==> config.mk <==
export PLATFORM = sky130hd
export DESIGN_NAME = stdp_update_sched
export DESIGN_NICKNAME = d
export VERILOG_FILES = /design/src/rtl/stdp_update_sched.sv
export SDC_FILE = /design/constraint.sdc
export NUM_CORES = 1
export LEC_CHECK = 0
export CORE_AREA = 5 5 101 103
export CTS_BUF_LIST = sky130_fd_sc_hd__clkbuf_4 sky130_fd_sc_hd__clkbuf_8 sky130_fd_sc_hd__clkbuf_16
export DETAILED_ROUTE_END_ITERATION = 7
export DIE_AREA = 0 0 106 108
export HOLD_SLACK_MARGIN = 0.08
export PLACE_DENSITY = 0.55
export SYNTH_ARGS = -nofsm -noshare
export SYNTH_HDL_FRONTEND = slang
export SYNTH_SLANG_ARGS = --single-unit
==> constraint.sdc <==
create_clock -name clk -period 9.26 [get_ports clk]
set_input_delay 2.778 -clock clk [delete_from_list [all_inputs] [get_ports clk]]
set_output_delay 2.778 -clock clk [all_outputs]
set_load 0.005 [all_outputs]
==> src/rtl/stdp_update_sched.sv <==
`default_nettype none
// ============================================================================
// Module      : stdp_update_sched
// Description : Detects STDP pre/post pairing events, queues one pending
//               weight update per synapse and issues them round-robin to a
//               shared weight-update unit over a valid/ack handshake.
// Revision    : 1.0 - initial release
// ============================================================================
module stdp_update_sched #(
    parameter int NUM_PRE = 4,
    parameter int TW      = 4,
    parameter int WINDOW  = 8
) (
    input  logic                       clk,
    input  logic                       rst_n,
    input  logic [NUM_PRE-1:0]         pre_spike,
    input  logic                       post_spike,
    output logic                       upd_req,
    input  logic                       upd_ack,
    output logic [$clog2(NUM_PRE)-1:0] upd_idx,
    output logic [TW-1:0]              upd_dt,
    output logic                       upd_ltp,
    output logic                       busy,
    output logic [NUM_PRE-1:0]         pend,
    output logic [7:0]                 ovf_cnt
);

    localparam int            IDXW    = $clog2(NUM_PRE);
    localparam logic [TW-1:0] TMAX    = '1;
    localparam logic [TW-1:0] WIN     = TW'(WINDOW);
    localparam logic [0:0]    ST_IDLE = 1'b0;
    localparam logic [0:0]    ST_REQ  = 1'b1;

    logic [TW-1:0]      pre_tmr_q  [NUM_PRE];
    logic [TW-1:0]      post_tmr_q;
    logic [TW-1:0]      slot_dt_q  [NUM_PRE];
    logic [NUM_PRE-1:0] slot_ltp_q;
    logic [NUM_PRE-1:0] pend_q, pend_d;
    logic [0:0]         state_q, state_d;
    logic [IDXW-1:0]    rr_ptr_q, rr_ptr_d;
    logic               req_q, req_d;
    logic [IDXW-1:0]    idx_q, idx_d;
    logic [TW-1:0]      dt_q, dt_d;
    logic               ltp_q, ltp_d;
    logic [7:0]         ovf_q, ovf_d;

    logic [NUM_PRE-1:0] cap, cap_ltp, cap_ltd, grant_oh, ovf_hits;
    logic [TW-1:0]      cap_dt [NUM_PRE];
    logic               grant_vld;
    logic [IDXW-1:0]    grant_idx, cand;
    logic [15:0]        ovf_sum;

    // Timers saturate at TMAX so a long-quiet input never looks recent.
    always_ff @(posedge clk) begin
        if (!rst_n)
            post_tmr_q <= TMAX;
        else if (post_spike)
            post_tmr_q <= TW'(1);
        else if (post_tmr_q != TMAX)
            post_tmr_q <= post_tmr_q + TW'(1);
    end

    generate
        for (genvar i = 0; i < NUM_PRE; i++) begin : g_syn
            always_ff @(posedge clk) begin
                if (!rst_n)
                    pre_tmr_q[i] <= TMAX;
                else if (pre_spike[i])
                    pre_tmr_q[i] <= TW'(1);
                else if (pre_tmr_q[i] != TMAX)
                    pre_tmr_q[i] <= pre_tmr_q[i] + TW'(1);
            end

            // Coincident pre and post counts as LTP with dt=0, never LTD.
            assign cap_ltp[i] = post_spike & (pre_spike[i] | (pre_tmr_q[i] < WIN));
            assign cap_ltd[i] = pre_spike[i] & ~post_spike & (post_tmr_q < WIN);
            assign cap[i]     = cap_ltp[i] | cap_ltd[i];
            assign cap_dt[i]  = cap_ltd[i]   ? post_tmr_q :
                                pre_spike[i] ? '0 : pre_tmr_q[i];

            always_ff @(posedge clk) begin
                if (!rst_n) begin
                    slot_dt_q[i]  <= '0;
                    slot_ltp_q[i] <= 1'b0;
                end else if (cap[i]) begin
                    slot_dt_q[i]  <= cap_dt[i];
                    slot_ltp_q[i] <= cap_ltp[i];
                end
            end
        end
    endgenerate

    // Descending scan so the candidate closest to rr_ptr wins.
    always_comb begin
        grant_vld = 1'b0;
        grant_idx = '0;
        cand      = '0;
        for (int k = NUM_PRE - 1; k >= 0; k--) begin
            cand = rr_ptr_q + IDXW'(k);
            if (pend_q[cand]) begin
                grant_vld = 1'b1;
                grant_idx = cand;
            end
        end
        if (state_q != ST_IDLE)
            grant_vld = 1'b0;
    end

    assign grant_oh = grant_vld ? (NUM_PRE'(1) << grant_idx) : '0;
    // A capture landing on the slot being granted is a refill, not an overwrite.
    assign ovf_hits = cap & pend_q & ~grant_oh;
    assign pend_d   = (pend_q & ~grant_oh) | cap;

    always_comb begin
        ovf_sum = 16'(ovf_q);
        for (int k = 0; k < NUM_PRE; k++)
            ovf_sum = ovf_sum + 16'(ovf_hits[k]);
        ovf_d = (ovf_sum > 16'd255) ? 8'hFF : ovf_sum[7:0];
    end

    always_comb begin
        state_d  = state_q;
        rr_ptr_d = rr_ptr_q;
        req_d    = req_q;
        idx_d    = idx_q;
        dt_d     = dt_q;
        ltp_d    = ltp_q;
        case (state_q)
            ST_IDLE: begin
                if (grant_vld) begin
                    idx_d   = grant_idx;
                    dt_d    = slot_dt_q[grant_idx];
                    ltp_d   = slot_ltp_q[grant_idx];
                    req_d   = 1'b1;
                    state_d = ST_REQ;
                end
            end
            ST_REQ: begin
                if (upd_ack) begin
                    req_d    = 1'b0;
                    rr_ptr_d = idx_q + IDXW'(1);
                    state_d  = ST_IDLE;
                end
            end
            default: state_d = ST_IDLE;
        endcase
    end

    always_ff @(posedge clk) begin
        if (!rst_n) begin
            state_q  <= ST_IDLE;
            rr_ptr_q <= '0;
            req_q    <= 1'b0;
            idx_q    <= '0;
            dt_q     <= '0;
            ltp_q    <= 1'b0;
            pend_q   <= '0;
            ovf_q    <= '0;
        end else begin
            state_q  <= state_d;
            rr_ptr_q <= rr_ptr_d;
            req_q    <= req_d;
            idx_q    <= idx_d;
            dt_q     <= dt_d;
            ltp_q    <= ltp_d;
            pend_q   <= pend_d;
            ovf_q    <= ovf_d;
        end
    end

    assign upd_req = req_q;
    assign busy    = req_q;
    assign upd_idx = idx_q;
    assign upd_dt  = dt_q;
    assign upd_ltp = ltp_q;
    assign pend    = pend_q;
    assign ovf_cnt = ovf_q;

endmodule
`default_nettype wire

==> results of run 1 <==
## power groups by stage
stage / registers (W) / logic, W / clock network [W]
6_report: 0.000351 / 0.000146 / 0.000234
5_1_grt: 0.000356 / 0.000165 / 0.000250
4_1_cts: 0.000352 / 0.000148 / 0.000238
3_5_place_dp: 0.000358 / 0.000146 / 0
3_3_place_gp: 0.000357 / 0.000145 / 0
2_1_floorplan: 0.000351 / 0.000103 / 0
## layout by cell type (no fill, tap or decap), types with 2 or more instances in the layout
cell type	n
conb_1	4
nand2_1	14
a211oi_1	5
nand3_1	25
or2_2	7
nand2b_1	9
o21ai_0	19
o31ai_1	3
o221ai_1	5
o31ai_2	2
nor2_1	37
clkbuf_8	10
clkbuf_4	2
mux2i_1	27
fa_1	3
clkinv_2	3
edfxtp_1	32
a21oi_1	23
xnor2_1	4
a31oi_1	4
xor2_1	2
or3_1	4
nor2b_1	3
inv_1	10
dfxtp_1	31
nor3_1	2
clkdlybuf4s50_1	28
ha_1	6
and2_1	3
nand3b_1	4
## final cells by class
type / count / area, um^2
clock buffers: 13 / 178
clock inverters: 3 / 15.0
fillers: 923 / 5390
inverters: 10 / 37.5
multi-input cells: 229 / 1480
flip-flops and latches: 63 / 1580
well taps: 111 / 139
repair buffers: 29 / 288
## routing by layer
metal / vias up / wire [um]
met5: - / 0
met4: 0 / 146
met3: 11 / 194
met2: 34 / 3120
met1: 1143 / 3160
li1: 1191 / -
## synth_stat cells, types with 3 or more instances
cell,number
mux2i_1,27
or3_1,4
nor2b_1,3
xnor2_1,4
a211oi_1,5
or2_2,7
a31oi_1,4
a21oi_1,23
o221ai_1,5
nand3_1,25
o21ai_0,19
o31ai_1,3
ha_1,6
fa_1,3
nand2_1,14
nand3b_1,4
nand2b_1,9
clkbuf_1,12
inv_1,10
nor2_1,37
dfxtp_1,31
and2_1,3
edfxtp_1,32
## metrics by stage
| stage | cells | setup slack (ns) | util |
|---|---|---|---|
| after global routing | 458 | 3.08 | 0.408 |
| after floorplan | 317 | 3.65 | - |
| after global placement | 442 | 3.04 | 0.387 |
| after detailed placement | 442 | 2.96 | 0.387 |
| final | 458 | 3.32 | 0.408 |
| after CTS | 458 | 3.33 | 0.408 |
## kinds of logic (layout without fill, tap and decap cells)
| family | count (synthesis) | after routing | share of synthesized area |
|---|---|---|---|
| flip-flops | 63 | 63 | 0.501 |
| AND/OR/NAND/NOR | 115 | 115 | 0.182 |
| AO/OA/AOI/OAI | 67 | 67 | 0.134 |
| other | 1 | 4 | 0.00119 |
| multiplexers | 28 | 28 | 0.0892 |
| XOR/XNOR | 6 | 6 | 0.0166 |
| adder cells (fa/ha/maj) | 9 | 9 | 0.0428 |
| buffers and inverters | 25 | 55 | 0.0337 |
## final timing paths
check	start	endpoint	slack (ns)	depth (start not counted)
setup / recovery	post_spike	ovf_cnt[0]$_SDFF_PN0_	3.32	14
hold / removal	busy$_SDFFE_PN0P_	busy$_SDFFE_PN0P_	0.47	2
setup reg to reg	pend[3]$_SDFF_PN0_	ovf_cnt[0]$_SDFF_PN0_	5.53	13
hold reg to reg	busy$_SDFFE_PN0P_	busy$_SDFFE_PN0P_	0.47	2
## worst register-to-register path, cell delays in order, from the launching register on
cell and delay, ns:
dfxtp_1 0.47, o22ai_1 0.18, a211oi_1 0.49, o31ai_1 0.17, or2_2 0.31, fa_1 0.50
inv_1 0.05, fa_1 0.45, fa_1 0.44, nand2_1 0.12, nor2_1 0.07, and3_1 0.19
nor2_1 0.08, nor2_1 0.04
## flip-flops by register name, summed over array words and instances, names as in the netlist, 2 cells and up
| signal | flops |
|---|---|
| slot_ltp_q | 4 |
| upd_idx | 2 |
| ovf_cnt | 8 |
| slot_dt_q | 16 |
| pre_tmr_q | 16 |
| upd_dt | 4 |
| pend | 4 |
| post_tmr_q | 4 |
| rr_ptr_q | 2 |
==> flow_metrics.env, run 1 <==
export IMPL_yosysUniqueCellTypes=44
export IMPL_seq_area_frac_synth=0.501
export IMPL_grt_use_met1=0.152
export IMPL_top_usage_layer="met2"
export IMPL_power_total_w=0.000732
export IMPL_clk_latency_ns=0.34
export IMPL_final_cell_area_mm2=0.00372
export IMPL_drive_above_1_share=0.0865
export IMPL_crit_required_ns=9.45
export IMPL_setup_viol=0
export IMPL_cts_tree="yes"
export IMPL_max_stage_delay_ns=0.73
export IMPL_num_vias=2379
export IMPL_cts_root_buf="clkbuf_8"
export IMPL_ios=29
export IMPL_grt_pass1_vias=2318
export IMPL_min_period_over_period=0.642
export IMPL_p_sw_frac=0.286
export IMPL_hold_viol=0
export IMPL_worstSetupEndpointType="flop"
export IMPL_ys_flop_type="edfxtp_1"
export IMPL_placed_area_mm2=0.00353
export IMPL_power_density_mw_per_mm2=197
export IMPL_maxCapViolCount=0
export IMPL_rsz0062_at_grt="no"
export IMPL_grt_max_degree=32
export IMPL_synth_async_sr_flop_share=0
export IMPL_whs_ns=0.468
export IMPL_area_delta_synth_final_pct=17.8
export IMPL_start_util=0.347
export IMPL_peakVddDrop_mv=0.0761
export IMPL_internal_power_w=0.000522
export IMPL_arrival_ns=6.13
export IMPL_gp_congestion=0.756
export IMPL_wl_per_cell_um=14.5
export IMPL_worst_pin_slew_ns=0.987
export IMPL_start_kind="input port"
export IMPL_antenna_diode_count=0
export IMPL_clk_path_buf_depth=2
export IMPL_syn_area_per_cell_um2=10.1
export IMPL_clock_sinks=63
export IMPL_cts_buffers=9
export IMPL_slew_viol_final=0
export IMPL_cts_hold_buf=0
export IMPL_dr_pass1_iters=4
export IMPL_yosysTopAreaCell="edfxtp_1"
export IMPL_synth_cells=314
export IMPL_use_met3=0.0263
export IMPL_status="finished, final reports clean"
export IMPL_hp_class="flop to flop"
export IMPL_grt_usage=0.123
export IMPL_fin_skew_ns=0.0103
export IMPL_core_area_mm2=0.00911
export IMPL_cp_cell_sequence="clkdlybuf4s50_1 -> inv_1 -> nand2_1 -> a21oi_1 -> or2_2 -> fa_1 -> inv_1 -> fa_1 -> fa_1 -> nand2_1 -> nor2_1 -> and3_1 -> nor2_1 -> nor2_1"
export IMPL_postCtsSetupBuffers=0
export IMPL_h_tree_depth=3
export IMPL_p_sw_w=0.000210
export IMPL_overflow=0
export IMPL_drc_errors=0
export IMPL_path_max_fanout=12
export IMPL_netlist_area_mm2=0.00316
export IMPL_dieWidth_um=106
export IMPL_place_port_buffers=28
export IMPL_p_seq_frac=0.480
export IMPL_yosysTopAreaCellShare=0.304
export IMPL_slew_headroom=0.341
export IMPL_total_leakage_power_nw=1.44
export IMPL_antenna_found_initial=0
export IMPL_use_met2=0.203
export IMPL_dp_hpwl_um=4750
export IMPL_wirelength_um=6630
export IMPL_clk_pin_slew_ns=0.07
export IMPL_num_rows=35
export IMPL_yosysWarnings=0
export IMPL_min_period_ns=5.94
export IMPL_tns_ns=0
export IMPL_die_height_um=108
export IMPL_synthTopCellsByArea="edfxtp_1 (30%), dfxtp_1 (20%), mux2i_1 (8.6%)"
export IMPL_synth_edff_count=32
export IMPL_cp_num_buf_inv=3
export IMPL_drtIter0Drc=111
export IMPL_clockPowerShare=0.320
export IMPL_grt_pass1_wl_um=11100
export IMPL_critPathTopFamily="adder cells"
export IMPL_max_freq_ghz=0.168
export IMPL_dieArea_mm2=0.0114
export IMPL_comb_power_share=0.199
export IMPL_ys_ff_latch=63
export IMPL_cts_resized=0
export IMPL_crit_slowest_cell="clkdlybuf4s50_1"
export IMPL_ant_nets=0
export IMPL_fin_nets=359
export IMPL_criticalPathCategory="input port to flop"
export IMPL_via_per_inst=5.19
Power figures use the tool's default switching activity.
==> run 2: changes to the inputs <==
--- a/config.mk
+++ b/config.mk
@@ -10,7 +10,7 @@
 export DETAILED_ROUTE_END_ITERATION = 7
 export DIE_AREA = 0 0 106 108
 export HOLD_SLACK_MARGIN = 0.08
-export PLACE_DENSITY = 0.55
+export PLACE_DENSITY = 0.57
 export SYNTH_ARGS = -nofsm -noshare
 export SYNTH_HDL_FRONTEND = slang
 export SYNTH_SLANG_ARGS = --single-unit
==> constraint.sdc (replaced) <==
create_clock -name clk -period 5.2 [get_ports clk]
set_input_delay 1.56 -clock clk [delete_from_list [all_inputs] [get_ports clk]]
set_output_delay 1.56 -clock clk [all_outputs]
set_load 0.005 [all_outputs]
==> flow_metrics.env, run 2 (synthesized netlist as in run 1, its figures left out) <==
export IMPL_start_kind="input port"
export IMPL_core_area_mm2=0.00911
export IMPL_layout_commonest_cell="nor2_1"
export IMPL_fin_nets=364
export IMPL_rr_endpoint="ovf_cnt[0]$_SDFF_PN0_"
export IMPL_clockPowerShare=0.337
export IMPL_comb_power_share=0.196
export IMPL_min_period_ns=4.64
export IMPL_rrSetupSlack_ns=1.45
export IMPL_arrival_ns=4.84
export IMPL_start_util=0.347
export IMPL_setup_viol=0
export IMPL_hold_viol=0
export IMPL_dieArea_mm2=0.0114
export IMPL_wl_per_cell_um=14.4
export IMPL_grt_pass1_wl_um=11400
export IMPL_antenna_diode_count=0
export IMPL_whs_ns=0.470
export IMPL_crit_required_ns=5.39
export IMPL_slew_viol_final=0
export IMPL_dr_pass1_iters=4
export IMPL_fin_skew_ns=0.00704
export IMPL_grt_max_degree=32
export IMPL_p_seq_frac=0.467
export IMPL_path_max_fanout=9
export IMPL_place_port_buffers=28
export IMPL_nFillCells=883
export IMPL_setup_worst_path_start="post_spike"
export IMPL_r2r_start="pend[3]$_SDFF_PN0_"
export IMPL_overflow=0
export IMPL_power_density_mw_per_mm2=354
export IMPL_p_sw_w=0.000363
export IMPL_max_freq_ghz=0.215
export IMPL_criticalPathCategory="input port to flop"
export IMPL_cts_resized=0
export IMPL_antenna_found_initial=0
export IMPL_drtIter0Drc=137
export IMPL_cts_buffers=9
export IMPL_total_leakage_power_nw=1.48
export IMPL_peakVddDrop_mv=0.124
export IMPL_power_total_w=0.00134
export IMPL_via_per_inst=5.08
export IMPL_num_rows=35
export IMPL_dieWidth_um=106
export IMPL_num_vias=2353
export IMPL_cts_root_buf="clkbuf_8"
export IMPL_ios=29
export IMPL_cts_hold_buf=0
export IMPL_final_cell_mix="nor2_1 (37), edfxtp_1 (32), dfxtp_1 (31)"
export IMPL_maxCapViolCount=0
export IMPL_clk_path_buf_depth=2
export IMPL_dp_hpwl_um=4790
export IMPL_status="finished, final reports clean"
export IMPL_final_cell_area_mm2=0.00378
export IMPL_gp_congestion=0.783
export IMPL_internal_power_w=0.000977
export IMPL_drc_errors=0
export IMPL_grt_pass1_vias=2340
export IMPL_grt_usage=0.125
export IMPL_clk_pin_slew_ns=0.07
export IMPL_drive_above_1_share=0.0994
export IMPL_reg2regPathDepth=13
export IMPL_placed_area_mm2=0.00356
export IMPL_area_delta_synth_final_pct=19.9
export IMPL_p_sw_frac=0.271
export IMPL_ant_nets=0
export IMPL_tns_ns=0
export IMPL_min_period_over_period=0.893
export IMPL_clk_latency_ns=0.34
export IMPL_slew_headroom=0.333
export IMPL_wirelength_um=6670
export IMPL_cp_endpoint="ovf_cnt[0]$_SDFF_PN0_"
export IMPL_worstSetupEndpointType="flop"
export IMPL_cts_tree="yes"
export IMPL_postCtsSetupBuffers=0
export IMPL_worst_pin_slew_ns=1.00
export IMPL_clock_sinks=63
export IMPL_die_height_um=108
export IMPL_hp_class="flop to flop"
export IMPL_rsz0062_at_grt="no"
export IMPL_h_tree_depth=3
==> run 2: changes by cell type in the layout (fill, tap and decap cells not counted) <==
cell,before,now
clkbuf_16,1,2
clkinv_2,3,1
clkbuf_8,10,11
buf_4,1,6
==> run 2: worst min path at each step <==
stage | to | depth (start not counted) | from
after global placement | busy$_SDFFE_PN0P_ | 2 | busy$_SDFFE_PN0P_
final | busy$_SDFFE_PN0P_ | 2 | busy$_SDFFE_PN0P_
after detailed placement | busy$_SDFFE_PN0P_ | 2 | busy$_SDFFE_PN0P_
after CTS | busy$_SDFFE_PN0P_ | 2 | busy$_SDFFE_PN0P_
after floorplan | busy$_SDFFE_PN0P_ | 2 | busy$_SDFFE_PN0P_
after global routing | busy$_SDFFE_PN0P_ | 2 | busy$_SDFFE_PN0P_
==> run 2: power by group through the flow <==
stage,Clock [W],Combinational (W),Sequential [W]
after floorplan,0,0.000183,0.000626
after global placement,0,0.000261,0.000637
after detailed placement,0,0.000264,0.000638
after CTS,0.000461,0.000266,0.000627
after global routing,0.000482,0.000296,0.000637
final,0.000452,0.000262,0.000626
==> run 2: per-layer routing <==
layer  global-route usage  up-vias  share of wire
met4               0.0675        0          0.014
met2                0.196       57           0.46
li1                     -     1196              -
met1                0.164     1095           0.48
met5                    0        -              0
met3               0.0221        5          0.039
==> run 2: critical path, stage by stage <==
cell and delay, ns:
clkdlybuf4s50_1 0.68, inv_1 0.13, nand2_1 0.09, a21oi_1 0.12, or2_2 0.33, fa_1 0.48
inv_1 0.06, fa_1 0.45, fa_1 0.44, nand2_1 0.12, nor2_1 0.07, and3_1 0.19
nor2_1 0.08, nor2_1 0.04
==> run 2: per-stage QoR <==
stage	util	instances	worst slack, ns
global route	0.416	463	0.272
floorplan	-	317	0.809
detailed placement	0.391	447	0.185
CTS	0.416	463	0.551
global placement	0.391	447	0.274
finish	0.416	463	0.555
==> run 2: area by class of cell <==
class / instances / area (um^2) / area share
Clock inverter: 1 / 5.00 / 0.00132
Inverter: 10 / 37.5 / 0.00992
Sequential cell: 63 / 1580 / 0.418
Multi-Input combinational cell: 229 / 1480 / 0.391
Timing Repair Buffer: 34 / 325 / 0.0860
Tap cell: 111 / 139 / 0.0367
Clock buffer: 15 / 216 / 0.0572
==> run 3: changes to the inputs <==
==> config.mk (replaced) <==
export PLATFORM = sky130hd
export DESIGN_NAME = stdp_update_sched
export DESIGN_NICKNAME = d
export VERILOG_FILES = /design/src/rtl/stdp_update_sched.sv
export SDC_FILE = /design/constraint.sdc
export NUM_CORES = 1
export LEC_CHECK = 0
export CORE_AREA = 5 5 119 121
export CTS_BUF_LIST = sky130_fd_sc_hd__clkbuf_4 sky130_fd_sc_hd__clkbuf_8 sky130_fd_sc_hd__clkbuf_16
export DETAILED_ROUTE_END_ITERATION = 7
export DIE_AREA = 0 0 124 126
export GPL_ROUTABILITY_DRIVEN = 0
export HOLD_SLACK_MARGIN = 0.08
export PLACE_DENSITY = 0.43
export SYNTH_ARGS = -nofsm -noshare
export SYNTH_HDL_FRONTEND = slang
export SYNTH_SLANG_ARGS = --single-unit
==> constraint.sdc (replaced) <==
create_clock -name clk -period 5.55 [get_ports clk]
set_input_delay 1.665 -clock clk [delete_from_list [all_inputs] [get_ports clk]]
set_output_delay 1.665 -clock clk [all_outputs]
set_load 0.005 [all_outputs]
==> flow_metrics.env, run 3 (synthesized netlist as in run 1, its figures left out) <==
export IMPL_total_leakage_power_nw=1.48
export IMPL_final_cell_mix="nor2_1 (37), edfxtp_1 (32), dfxtp_1 (31)"
export IMPL_post_place_cells=512
export IMPL_num_vias=2348
export IMPL_core_area_mm2=0.0130
export IMPL_dieWidth_um=124
export IMPL_setup_viol=0
export IMPL_whs_ns=0.471
export IMPL_cts_root_buf="clkbuf_16"
export IMPL_wirelength_um=7180
export IMPL_h_tree_depth=3
export IMPL_final_cell_area_mm2=0.00391
export IMPL_grt_pass1_wl_um=12100
export IMPL_dp_hpwl_um=5230
export IMPL_crit_required_ns=5.72
export IMPL_crit_slowest_cell="clkdlybuf4s50_1"
export IMPL_hold_viol=0
export IMPL_start_util=0.243
export IMPL_clk_path_buf_depth=2
export IMPL_overflow=0
export IMPL_maxCapViolCount=0
export IMPL_hp_class="flop to flop"
export IMPL_clk_latency_ns=0.33
export IMPL_die_height_um=126
export IMPL_start_kind="input port"
export IMPL_placed_area_mm2=0.00364
export IMPL_dr_pass1_iters=4
export IMPL_cts_resized=0
export IMPL_ant_nets=0
export IMPL_via_per_inst=4.45
export IMPL_clk_pin_slew_ns=0.06
export IMPL_layout_commonest_cell="nor2_1"
export IMPL_grt_max_degree=32
export IMPL_min_period_ns=4.69
export IMPL_area_delta_synth_final_pct=23.9
export IMPL_cp_cell_sequence="clkdlybuf4s50_1 -> inv_1 -> nand2_1 -> a21oi_1 -> or2_2 -> fa_1 -> inv_1 -> fa_1 -> fa_1 -> nand2_1 -> nor2_1 -> and3_1 -> nor2_1 -> nor2_1"
export IMPL_power_density_mw_per_mm2=341
export IMPL_cts_tree="yes"
export IMPL_regArea_mm2=0.00158
export IMPL_drc_errors=0
export IMPL_critPathTopFamily="adder cells"
export IMPL_ios=29
export IMPL_cp_num_buf_inv=3
export IMPL_grt_pass1_vias=2329
export IMPL_criticalPathCategory="input port to flop"
export IMPL_max_stage_delay_ns=0.60
export IMPL_worst_pin_slew_ns=1.07
export IMPL_slew_headroom=0.284
export IMPL_cts_buffers=9
export IMPL_place_port_buffers=28
export IMPL_tns_ns=0
export IMPL_grt_usage=0.0994
export IMPL_drive_above_1_share=0.0938
export IMPL_max_freq_ghz=0.213
export IMPL_fin_skew_ns=0.00572
export IMPL_slew_viol_final=0
export IMPL_final_cells=528
export IMPL_dieArea_mm2=0.0156
export IMPL_clock_sinks=63
export IMPL_multi_input_area_mm2=0.00148
export IMPL_num_rows=42
export IMPL_nFillCells=1351
export IMPL_worstSetupEndpointType="flop"
export IMPL_postCtsSetupBuffers=0
export IMPL_wl_per_cell_um=13.6
export IMPL_antenna_found_initial=0
export IMPL_arrival_ns=4.86
export IMPL_status="finished, final reports clean"
export IMPL_cts_hold_buf=0
export IMPL_antenna_diode_count=0
export IMPL_min_period_over_period=0.845
export IMPL_rsz0062_at_grt="no"
export IMPL_fin_nets=364
export IMPL_drtIter0Drc=142
export IMPL_path_max_fanout=7
export IMPL_fin_util=0.301
export IMPL_peakVddDrop_mv=0.150
## run 3: cell types whose count changed in the layout (fill, tap and decap cells not counted), sizes merged
cell      delta
clkbuf       -6
clkinv       +3
clkinvlp     +3
## run 3: final cells by class
cell class | instances | share of cell area
Sequential cell | 63 | 0.404
Clock buffer | 9 | 0.0576
Inverter | 10 | 0.00960
Tap cell | 176 | 0.0563
Clock inverter | 7 | 0.0102
Timing Repair Buffer | 34 | 0.0832
Multi-Input combinational cell | 229 | 0.379
## run 3: final timing paths
kind	cells past startpoint	end	slack, ns	start
setup / recovery	14	ovf_cnt[1]$_SDFF_PN0_	0.86	post_spike
hold / removal	2	busy$_SDFFE_PN0P_	0.47	busy$_SDFFE_PN0P_
setup reg to reg	14	ovf_cnt[1]$_SDFF_PN0_	1.79	pend[1]$_SDFF_PN0_
hold reg to reg	2	busy$_SDFFE_PN0P_	0.47	busy$_SDFFE_PN0P_
## run 3: where the power goes
group | switching (W) | internal [W]
registers | 0.0000441 | 0.000544
clock network | 0.000203 | 0.000297
logic | 0.000126 | 0.000121
## run 3: layer usage
| metal | track usage | part of all wire |
|---|---|---|
| met2 | 0.150 | 0.46 |
| met5 | 0 | 0 |
| met4 | 0.0387 | 0.016 |
| met1 | 0.132 | 0.49 |
| met3 | 0.0318 | 0.034 |
## run 3: stage by stage
stage | total power [W] | setup slack, ns
final | 0.00133 | 0.860
after global routing | 0.00142 | 0.618
after CTS | 0.00135 | 0.829
after detailed placement | 0.000849 | 0.480
after global placement | 0.000849 | 0.544
after floorplan | 0.000758 | 1.05
## run 3: worst register-to-register path, stage by stage (launching register included)
cell      delay (ns)
dfxtp_1         0.45
or2b_1          0.15
a21oi_2         0.07
a211oi_1        0.48
o31ai_1         0.18
or2_2           0.32
fa_1            0.50
inv_1           0.05
fa_1            0.45
fa_1            0.44
nand2_1         0.13
nor2_1          0.08
and3_1          0.19
nor2_1          0.09
nor2_1          0.04
